File: config.mk
export PLATFORM = sky130hd
export DESIGN_NAME = evr_marker_decoder
export DESIGN_NICKNAME = d
export VERILOG_FILES = /design/src/rtl/evr_marker_pkg.sv /design/src/rtl/evr_marker_stretcher.sv /design/src/rtl/evr_marker_decoder.sv
export SDC_FILE = /design/constraint.sdc
export NUM_CORES = 1
export LEC_CHECK = 0
export CELL_PAD_IN_SITES_DETAIL_PLACEMENT = 1
export CELL_PAD_IN_SITES_GLOBAL_PLACEMENT = 2
export CORE_ASPECT_RATIO = 1.5
export CORE_MARGIN = 4
export CORE_UTILIZATION = 38
export CTS_BUF_LIST = sky130_fd_sc_hd__clkbuf_2
export CTS_CLUSTER_DIAMETER = 150
export DETAILED_ROUTE_END_ITERATION = 8
export GPL_TIMING_DRIVEN = 0
export PLACE_DENSITY = 0.93
export SKIP_LAST_GASP = 1
export SYNTH_ARGS = -nofsm -noshare
export SYNTH_HDL_FRONTEND = slang
export SYNTH_HIERARCHICAL = 1
export SYNTH_SLANG_ARGS = --single-unit
File: constraint.sdc
create_clock -name evrClk -period 5.2 [get_ports evrClk]
set_clock_uncertainty 0.2 [all_clocks]
set_input_delay 0.78 -clock evrClk [delete_from_list [all_inputs] [get_ports evrClk]]
set_output_delay 0.78 -clock evrClk [all_outputs]
set_load 0.1 [all_outputs]
File: src/rtl/evr_marker_pkg.sv
// Shared constants for the EVR marker decoder: reserved event codes and timestamp width.
package evr_marker_pkg;

  localparam logic [7:0] EVR_CODE_NULL             = 8'h00;
  localparam logic [7:0] EVR_CODE_SHIFT0           = 8'h70;
  localparam logic [7:0] EVR_CODE_SHIFT1           = 8'h71;
  localparam logic [7:0] EVR_CODE_SECONDS_DEFAULT  = 8'h7D;

  localparam int unsigned SECONDS_BITS = 32;

  // A programmed code of 0x00 never matches, so 0 disables that marker.
  function automatic logic code_hit(input logic [7:0] code, input logic [7:0] sel);
    return (code == sel) && (sel != EVR_CODE_NULL);
  endfunction

endpackage

File: src/rtl/evr_marker_stretcher.sv
// Stretches a one-cycle hit into a marker MARKER_WIDTH cycles wide.
// Optional holdoff window selected by EVR_MARKER_HOLDOFF_EN.
module evr_marker_stretcher #(
  parameter int unsigned MARKER_WIDTH = 8
) (
  input  logic clk,
  input  logic rst_n,
  input  logic hit,
  output logic marker
);

  localparam logic [7:0] WidthLoad = 8'(MARKER_WIDTH);

  logic [7:0] width_cnt;
  logic       accept;

`ifdef EVR_MARKER_HOLDOFF_EN
  logic [15:0] holdoff;

  // Hits inside the holdoff window are dropped entirely: no reload, no retrigger.
  assign accept = hit && (holdoff == 16'd0);

  always_ff @(posedge clk or negedge rst_n) begin
    if (!rst_n) begin
      holdoff <= 16'd0;
    end else if (accept) begin
      holdoff <= 16'hFFFF;
    end else if (holdoff != 16'd0) begin
      holdoff <= holdoff - 16'd1;
    end
  end
`else
  assign accept = hit;
`endif

  always_ff @(posedge clk or negedge rst_n) begin
    if (!rst_n) begin
      width_cnt <= 8'd0;
      marker    <= 1'b0;
    end else begin
      if (accept) begin
        width_cnt <= WidthLoad;
      end else if (width_cnt != 8'd0) begin
        width_cnt <= width_cnt - 8'd1;
      end
      marker <= (width_cnt != 8'd0);
    end
  end

endmodule

File: src/rtl/evr_marker_decoder.sv
// EVR event-code decoder: heartbeat/PPS markers plus seconds/ticks timestamp recovery.
// Define EVR_MARKER_HOLDOFF_EN to build per-marker retrigger holdoff.
module evr_marker_decoder
  import evr_marker_pkg::*;
#(
  parameter int unsigned MARKER_WIDTH = 8,
  parameter int unsigned TICKS_WIDTH  = 32
) (
  input  logic                    evrClk,
  input  logic                    evrRst_n,
  input  logic [7:0]              evrEventCode,
  input  logic [7:0]              heartbeatCode,
  input  logic [7:0]              ppsCode,
  output logic                    evrHeartbeatMarker,
  output logic                    evrPulsePerSecondMarker,
  output logic [SECONDS_BITS-1:0] evrSeconds,
  output logic [TICKS_WIDTH-1:0]  evrTicks,
  output logic                    evrTimestampValid,
  output logic                    evrTimestampStrobe
);

  logic [7:0]              code_q;
  logic [SECONDS_BITS-1:0] shift_reg;
  logic [5:0]              bit_count;
  logic                    hb_hit;
  logic                    pps_hit;
  logic                    shift_hit;

  assign hb_hit    = code_hit(code_q, heartbeatCode);
  assign pps_hit   = code_hit(code_q, ppsCode);
  assign shift_hit = (code_q == EVR_CODE_SHIFT0) || (code_q == EVR_CODE_SHIFT1);

  evr_marker_stretcher #(
    .MARKER_WIDTH(MARKER_WIDTH)
  ) u_hb_stretch (
    .clk   (evrClk),
    .rst_n (evrRst_n),
    .hit   (hb_hit),
    .marker(evrHeartbeatMarker)
  );

  evr_marker_stretcher #(
    .MARKER_WIDTH(MARKER_WIDTH)
  ) u_pps_stretch (
    .clk   (evrClk),
    .rst_n (evrRst_n),
    .hit   (pps_hit),
    .marker(evrPulsePerSecondMarker)
  );

  always_ff @(posedge evrClk or negedge evrRst_n) begin
    if (!evrRst_n) begin
      code_q             <= 8'd0;
      shift_reg          <= '0;
      bit_count          <= 6'd0;
      evrSeconds         <= '0;
      evrTicks           <= '0;
      evrTimestampValid  <= 1'b0;
      evrTimestampStrobe <= 1'b0;
    end else begin
      code_q             <= evrEventCode;
      evrTimestampStrobe <= pps_hit;
      if (pps_hit) begin
        evrSeconds        <= shift_reg;
        evrTicks          <= '0;
        shift_reg         <= '0;
        bit_count         <= 6'd0;
        evrTimestampValid <= (bit_count == 6'(SECONDS_BITS));
      end else begin
        // A shift code that is also the heartbeat code still feeds the shift register.
        if (shift_hit) begin
          shift_reg <= {shift_reg[SECONDS_BITS-2:0], code_q == EVR_CODE_SHIFT1};
          if (bit_count != 6'(SECONDS_BITS)) begin
            bit_count <= bit_count + 6'd1;
          end
        end
        // A saturated tick count means the PPS was lost; the seconds value is stale.
        if (evrTicks == '1) begin
          evrTimestampValid <= 1'b0;
        end else begin
          evrTicks <= evrTicks + 1'b1;
        end
      end
    end
  end

endmodule

==> results of run 1 <==
## report_power, final
part | switching (mW) | internal, mW | total [mW]
clock network | 0.427 | 0.184 | 0.610
logic | 1.75 | 0.636 | 2.38
registers | 0.404 | 1.35 | 1.75
## cells in the mapped netlist, types with 2 or more instances
cell type / count
dfrtp_1: 130
nand2_1: 72
a21oi_1: 60
nor2_1: 39
mux2_2: 32
xnor2_1: 22
nand3_1: 19
o21ai_0: 18
inv_1: 16
nor3_1: 15
clkbuf_1: 13
or4_1: 13
nand4_1: 12
xor2_1: 12
buf_1: 10
or3_1: 10
nor4_1: 9
o31ai_1: 8
ha_1: 7
a211oi_1: 6
and4_1: 6
and3_1: 5
buf_2: 4
nor3b_1: 4
or4_4: 4
a2111oi_0: 3
a31o_2: 2
and2_1: 2
nand4_2: 2
nand4b_1: 2
nor4b_1: 2
o2111ai_1: 2
o41ai_1: 2
or3b_1: 2
or4b_1: 2
## final cells by class
cell class                 count  area (um^2)  share of cell area [%]
inverter                      17         63.8                   0.860
antenna                        1         2.50                  0.0337
clock buffer                  17         85.1                    1.15
clock inverter                15          144                    1.94
tap                          199          249                    3.36
timing repair buffer          95          970                    13.1
sequential                   130         3250                    43.9
buffer                        27          106                    1.43
multi-input combinational    403         2540                    34.3
## worst min path at each step
stage,cells after the start,endpoint,start
2_1_floorplan,0,bit_count[0]$_DFFE_PN0P_,evrRst_n
3_3_place_gp,1,evrSeconds[6]$_DFFE_PN0P_,evrSeconds[6]$_DFFE_PN0P_
3_5_place_dp,1,evrSeconds[15]$_DFFE_PN0P_,evrSeconds[15]$_DFFE_PN0P_
4_1_cts,1,code_q[2]$_DFF_PN0_,evrEventCode[2]
5_1_grt,1,code_q[7]$_DFF_PN0_,evrEventCode[7]
6_report,1,code_q[7]$_DFF_PN0_,evrEventCode[7]
## per-layer routing
metal / vias to the layer above / global-route usage, %
li1: 2298 / -
met5: - / 0
met3: 23 / 4.92
met1: 2471 / 21.7
met4: 0 / 5.66
met2: 84 / 33.3
## critical path: stages
cell	delay [ns]
clkdlybuf4s50_1	0.47
xor2_1	0.19
a2111oi_0	0.43
o2111ai_1	0.50
inv_2	0.36
buf_1	0.44
buf_1	0.38
nor2_1	0.09
a31o_2	0.25
## layout by cell type (no fill, tap or decap), types with 2 or more instances in the layout
cell / count
and4_1: 6
buf_2: 4
o41ai_1: 2
nor2_1: 39
ha_1: 7
clkbuf_2: 17
or4_4: 4
nor3_1: 15
and3_1: 5
a31o_2: 2
clkbuf_1: 13
or4_1: 13
nand2_1: 72
xor2_1: 12
clkdlybuf4s50_1: 92
inv_6: 7
xnor2_1: 22
nand4_1: 12
clkinvlp_4: 5
nor4_1: 9
mux2_2: 32
and2_1: 2
a2111oi_0: 3
nor4b_1: 2
a211oi_1: 6
or3_1: 10
or3b_1: 2
o21ai_0: 18
or4b_1: 2
o31ai_1: 8
nand4_2: 2
buf_1: 10
inv_1: 16
nand4b_1: 2
nor3b_1: 4
a21oi_1: 60
nand3_1: 19
dfrtp_1: 130
o2111ai_1: 2
## per-stage QoR
stage,TNS [ns],util [%]
6_report,0,48.6
4_1_cts,0,48.5
3_5_place_dp,0,47.0
5_1_grt,0,48.6
2_1_floorplan,0,-
3_3_place_gp,-257.44,46.8
## cell families after synthesis
kind of cell    share of synthesized area [%]
compound gates                           10.4
buf+inv                                  2.85
flops                                    54.5
mux                                      6.21
fa+ha+maj                                1.47
xor+xnor                                 4.99
simple gates                             19.5
==> results.txt, run 1 <==
Tot Pwr = 4.75 mW
Clock period minus final worst setup slack = 3.52 ns
Top cell type's share of synthesized area = 54.5%
Critical path type = input port to flop
Post-route ant nets = 0
Post-synth EDFFs = 0
CTS tree = done
Met1 wire length = 6.38 mm
Area leader, netlist = dfrtp_1
Non-Filler Instances = 904
Cell count after placement = 870
Worst Tran Pin Value = 1.03 ns
# IOs = 94
Worst-Skew Late Latency = 0.71 ns
# setup viols final = 0
FILL cells = 1777
R2R Path Start = code_q[2]$_DFF_PN0_
Core area = 0.0153 mm^2
Num CTS Buffers = 17
Met2 routed wirelength = 8.54 mm
Routed vias/inst = 5.39
GRT Resource Usage Total = 18.7%
Met3 Wirelength = 588 um
Number of setup buffers added after CTS = 0
First-pass GRT wire length = 26.7 mm
Post-DP Area = 0.00718 mm^2
Avg WL per Cell = 17.4 um
Avg Cell Area, Syn = 10.3 um^2
# hold bufs at CTS = 1
Reg2reg setup slack = 1.78 ns
DRC Markers = 0
Layout cells sized above 1 = 11.1%
Post-CTS sizing = 0
Die span in x = 110 um
CTS Root Buffer Type = clkbuf_2
Routability cong. = 0.796
Final nets = 724
Dpl ws = 0.935 ns
Setup crit start kind = input port
Clock sinks = 130
Critical path endpoint category = flop
Most common flop cell mapped by yosys = dfrtp_1
Max-Cap Viols = 0
Vias = 4876
WHS = 0.297 ns
Post-Synthesis Cells = 577
Clock-pin slew on the worst setup and hold paths = 0.23 ns
Worst Setup SP = ppsCode[6]
Die height = 161 um
Ranking of synthesized cells by area = dfrtp_1 55%, mux2_2 6.0%, a21oi_1 5.0%, nand2_1 4.5%, xnor2_1 3.2%
Starting DRT DRC Count = 174
Status = finished, final reports clean
Final Worst Setup Slack = 1.68 ns
DIE AREA = 0.0178 mm^2
Detailed placer's ending HPWL = 11.5 mm
H-Tree Depth = 4
Hold Fails Final Rpt = 0
Type of the tightest min-delay check = input port to flop
Critical path peak fanout = 11
Max Fclk = 0.284 GHz
Synthesized flop and latch total = 130
Initial Util = 39.1%
Row Count = 55
Lkg Pwr = 3.04 nW
Drt first pass iters = 5
Final max-slew violation count = 0
Vias in the first global route = 5387
Unique masters post-synth = 45
Peak supply drop = 0.000328 V
Highest metal used = met4
Clock buffer depth = 2
Ys Warns = 6
Area growth from synthesis to layout = 24.3%
WL final = 15.8 mm
Cell area after layout = 0.00742 mm^2
CP Data Required Time = 5.59 ns
Post-synthesis async set-or-reset flop share = 100%
Worst-case reg-to-reg path depth = 8
Mapped Area = 0.00597 mm^2
PD cells = 640 mW/mm^2
Initial antenna violation count = 1
Register area share after synthesis = 54.5%
Slew Limit Headroom = 31.2%
Period utilisation layout = 67.7%
Syn_nets = 610
Reg2reg end = u_pps_stretch/width_cnt[2]$_DFFE_PN0P_
RSZ-0062 raised after global routing = false
Worst setup path endpoint = u_pps_stretch/width_cnt[2]$_DFFE_PN0P_
Port Buf Inserts = 93
Total gr overflow = 0
Largest net degree at the start of global routing = 90
Critical Path AT = 3.91 ns
Power figures use the tool's default switching activity.
==> run 2: changes to the inputs <==
Settings changed: CORE_UTILIZATION 38 to 32, PLACE_DENSITY 0.93 to 0.84.
Clock period 5.2 ns to 3.1 ns, I/O delays scaled along.
==> results.txt, run 2 (synthesis results as in run 1) <==
Status = finished, final reports clean
CTS Root Buffer Type = clkbuf_2
RSZ-0062 raised after global routing = false
Met2 usage = 29.2%
CP Data Required Time = 2.43 ns
Avg WL per Cell = 17.0 um
CTS tree = done
Worst-Skew Late Latency = 0.71 ns
Hold Fails Final Rpt = 0
Worst Tran Pin Value = 1.01 ns
Routed vias/inst = 5.13
Port Buf Inserts = 93
Worst path slowest cell = clkdlybuf4s50_1
Initial antenna violation count = 1
Final design utilization = 42.0%
Row Count = 60
First-pass GRT wire length = 27.2 mm
DRC Markers = 0
M1 GR Usage = 17.7%
Commonest cells after routing, fill and taps aside = 130 x dfrtp_1, 72 x nand2_1, 65 x clkdlybuf4s50_1
Final max-slew violation count = 0
FILL cells = 2089
Die span in x = 119 um
WL final = 16.3 mm
Initial Util = 32.8%
Clock buffer depth = 2
Period utilisation layout = 97.1%
Total gr overflow = 0
Top Family by Delay on Critical Path = buffers and inverters
Type of the tightest min-delay check = flop to flop
FF/Latch Area = 0.00325 mm^2
Largest net degree at the start of global routing = 80
Drt first pass iters = 4
Detailed placer's ending HPWL = 11.8 mm
Core area = 0.0182 mm^2
Clock period minus final worst setup slack = 3.01 ns
Lkg Pwr = 3.16 nW
Worst path cell trace = clkdlybuf4s50_1
Cell area after layout = 0.00762 mm^2
Area growth from synthesis to layout = 27.7%
Final Worst Setup Slack = 0.0888 ns
Critical path endpoint category = output pin
Vias = 4938
Max-Cap Viols = 0
Dpl ws = -0.946 ns
Post-route ant nets = 0
Slew Limit Headroom = 32.3%
Starting DRT DRC Count = 153
Final nets = 733
Routability cong. = 0.785
Number of setup buffers added after CTS = 0
Tot Pwr = 8.05 mW
Gr busiest metal = met2
Met3 Resource Use GR = 4.40%
Vias in the first global route = 5448
# setup viols final = 0
Die height = 175 um
Setup crit start kind = flop
Max Fclk = 0.332 GHz
Critical path peak fanout = 5
Area of the multi-input gates = 0.00255 mm^2
Post-DP Area = 0.00724 mm^2
GRT Resource Usage Total = 16.0%
H-Tree Depth = 4
Num CTS Buffers = 17
Clock sinks = 130
Clock-pin slew on the worst setup and hold paths = 0.20 ns
Layout cells sized above 1 = 11.1%
Critical path type = flop to output pin
Critical Path AT = 2.35 ns
Max incr delay on CP = 1.16 ns
Crit path buf inv count = 1
PD cells = 1060 mW/mm^2
DIE AREA = 0.0209 mm^2
WHS = 0.330 ns
Commonest non-fill, non-tap cell in the layout = dfrtp_1
# IOs = 94
Peak supply drop = 0.000537 V
[run 2: final timing paths]
| check | cells after the start | endpoint | slack, ns | start |
|---|---|---|---|---|
| worst max register to register | 7 | u_pps_stretch/width_cnt[2]$_DFFE_PN0P_ | 0.36 | code_q[6]$_DFF_PN0_ |
| worst max-delay path | 1 | evrTicks[23] | 0.09 | evrTicks[23]$_DFFE_PN0P_ |
| worst min-delay path | 1 | evrSeconds[17]$_DFFE_PN0P_ | 0.33 | evrSeconds[17]$_DFFE_PN0P_ |
| min in group asynchronous | 3 | evrSeconds[4]$_DFFE_PN0P_ | 0.56 | evrRst_n |
| max in group asynchronous | 4 | u_pps_stretch/width_cnt[4]$_DFFE_PN0P_ | 0.87 | evrRst_n |
| worst min register to register | 1 | evrSeconds[17]$_DFFE_PN0P_ | 0.33 | evrSeconds[17]$_DFFE_PN0P_ |
[run 2: metal layers]
metal | vias up | wire (um) | share of wire (%)
li1 | 2321 | - | -
met1 | 2481 | 6600 | 40
met2 | 108 | 8700 | 53
met3 | 28 | 693 | 4.2
met4 | 0 | 337 | 2.1
met5 | - | 0 | 0
[run 2: final cells by class]
type	instances	share of cell area (%)
clock inverters	14	2.46
multi-input cells	403	33.5
clock buffers	18	1.18
flip-flops and latches	130	42.7
well taps	248	4.07
repair buffers	105	13.9
inverters	17	0.837
diodes	1	0.0328
plain buffers	26	1.40
[run 2: stage by stage]
| step | setup TNS, ns | instances |
|---|---|---|
| finish | 0 | 962 |
| global route | 0 | 962 |
| CTS | 0 | 961 |
| detailed placement | -26.75 | 919 |
| global placement | -526.74 | 918 |
| floorplan | 0 | 577 |
[run 2: power by group]
group	total, mW	internal [mW]	switching (mW)	leakage, nW
Sequential	2.94	2.26	0.683	1.52
Combinational	3.91	0.985	2.93	1.48
Clock	1.19	0.531	0.659	0.159
Total	8.05	3.77	4.27	3.16
[run 2: timing repair]
action / 4_1_cts / 5_1_grt
endpoints found under the hold margin: 138 / 0
hold buffers: 11 / 0
endpoints found under the setup margin: 29 / 7
gates resized for setup: 23 / 7
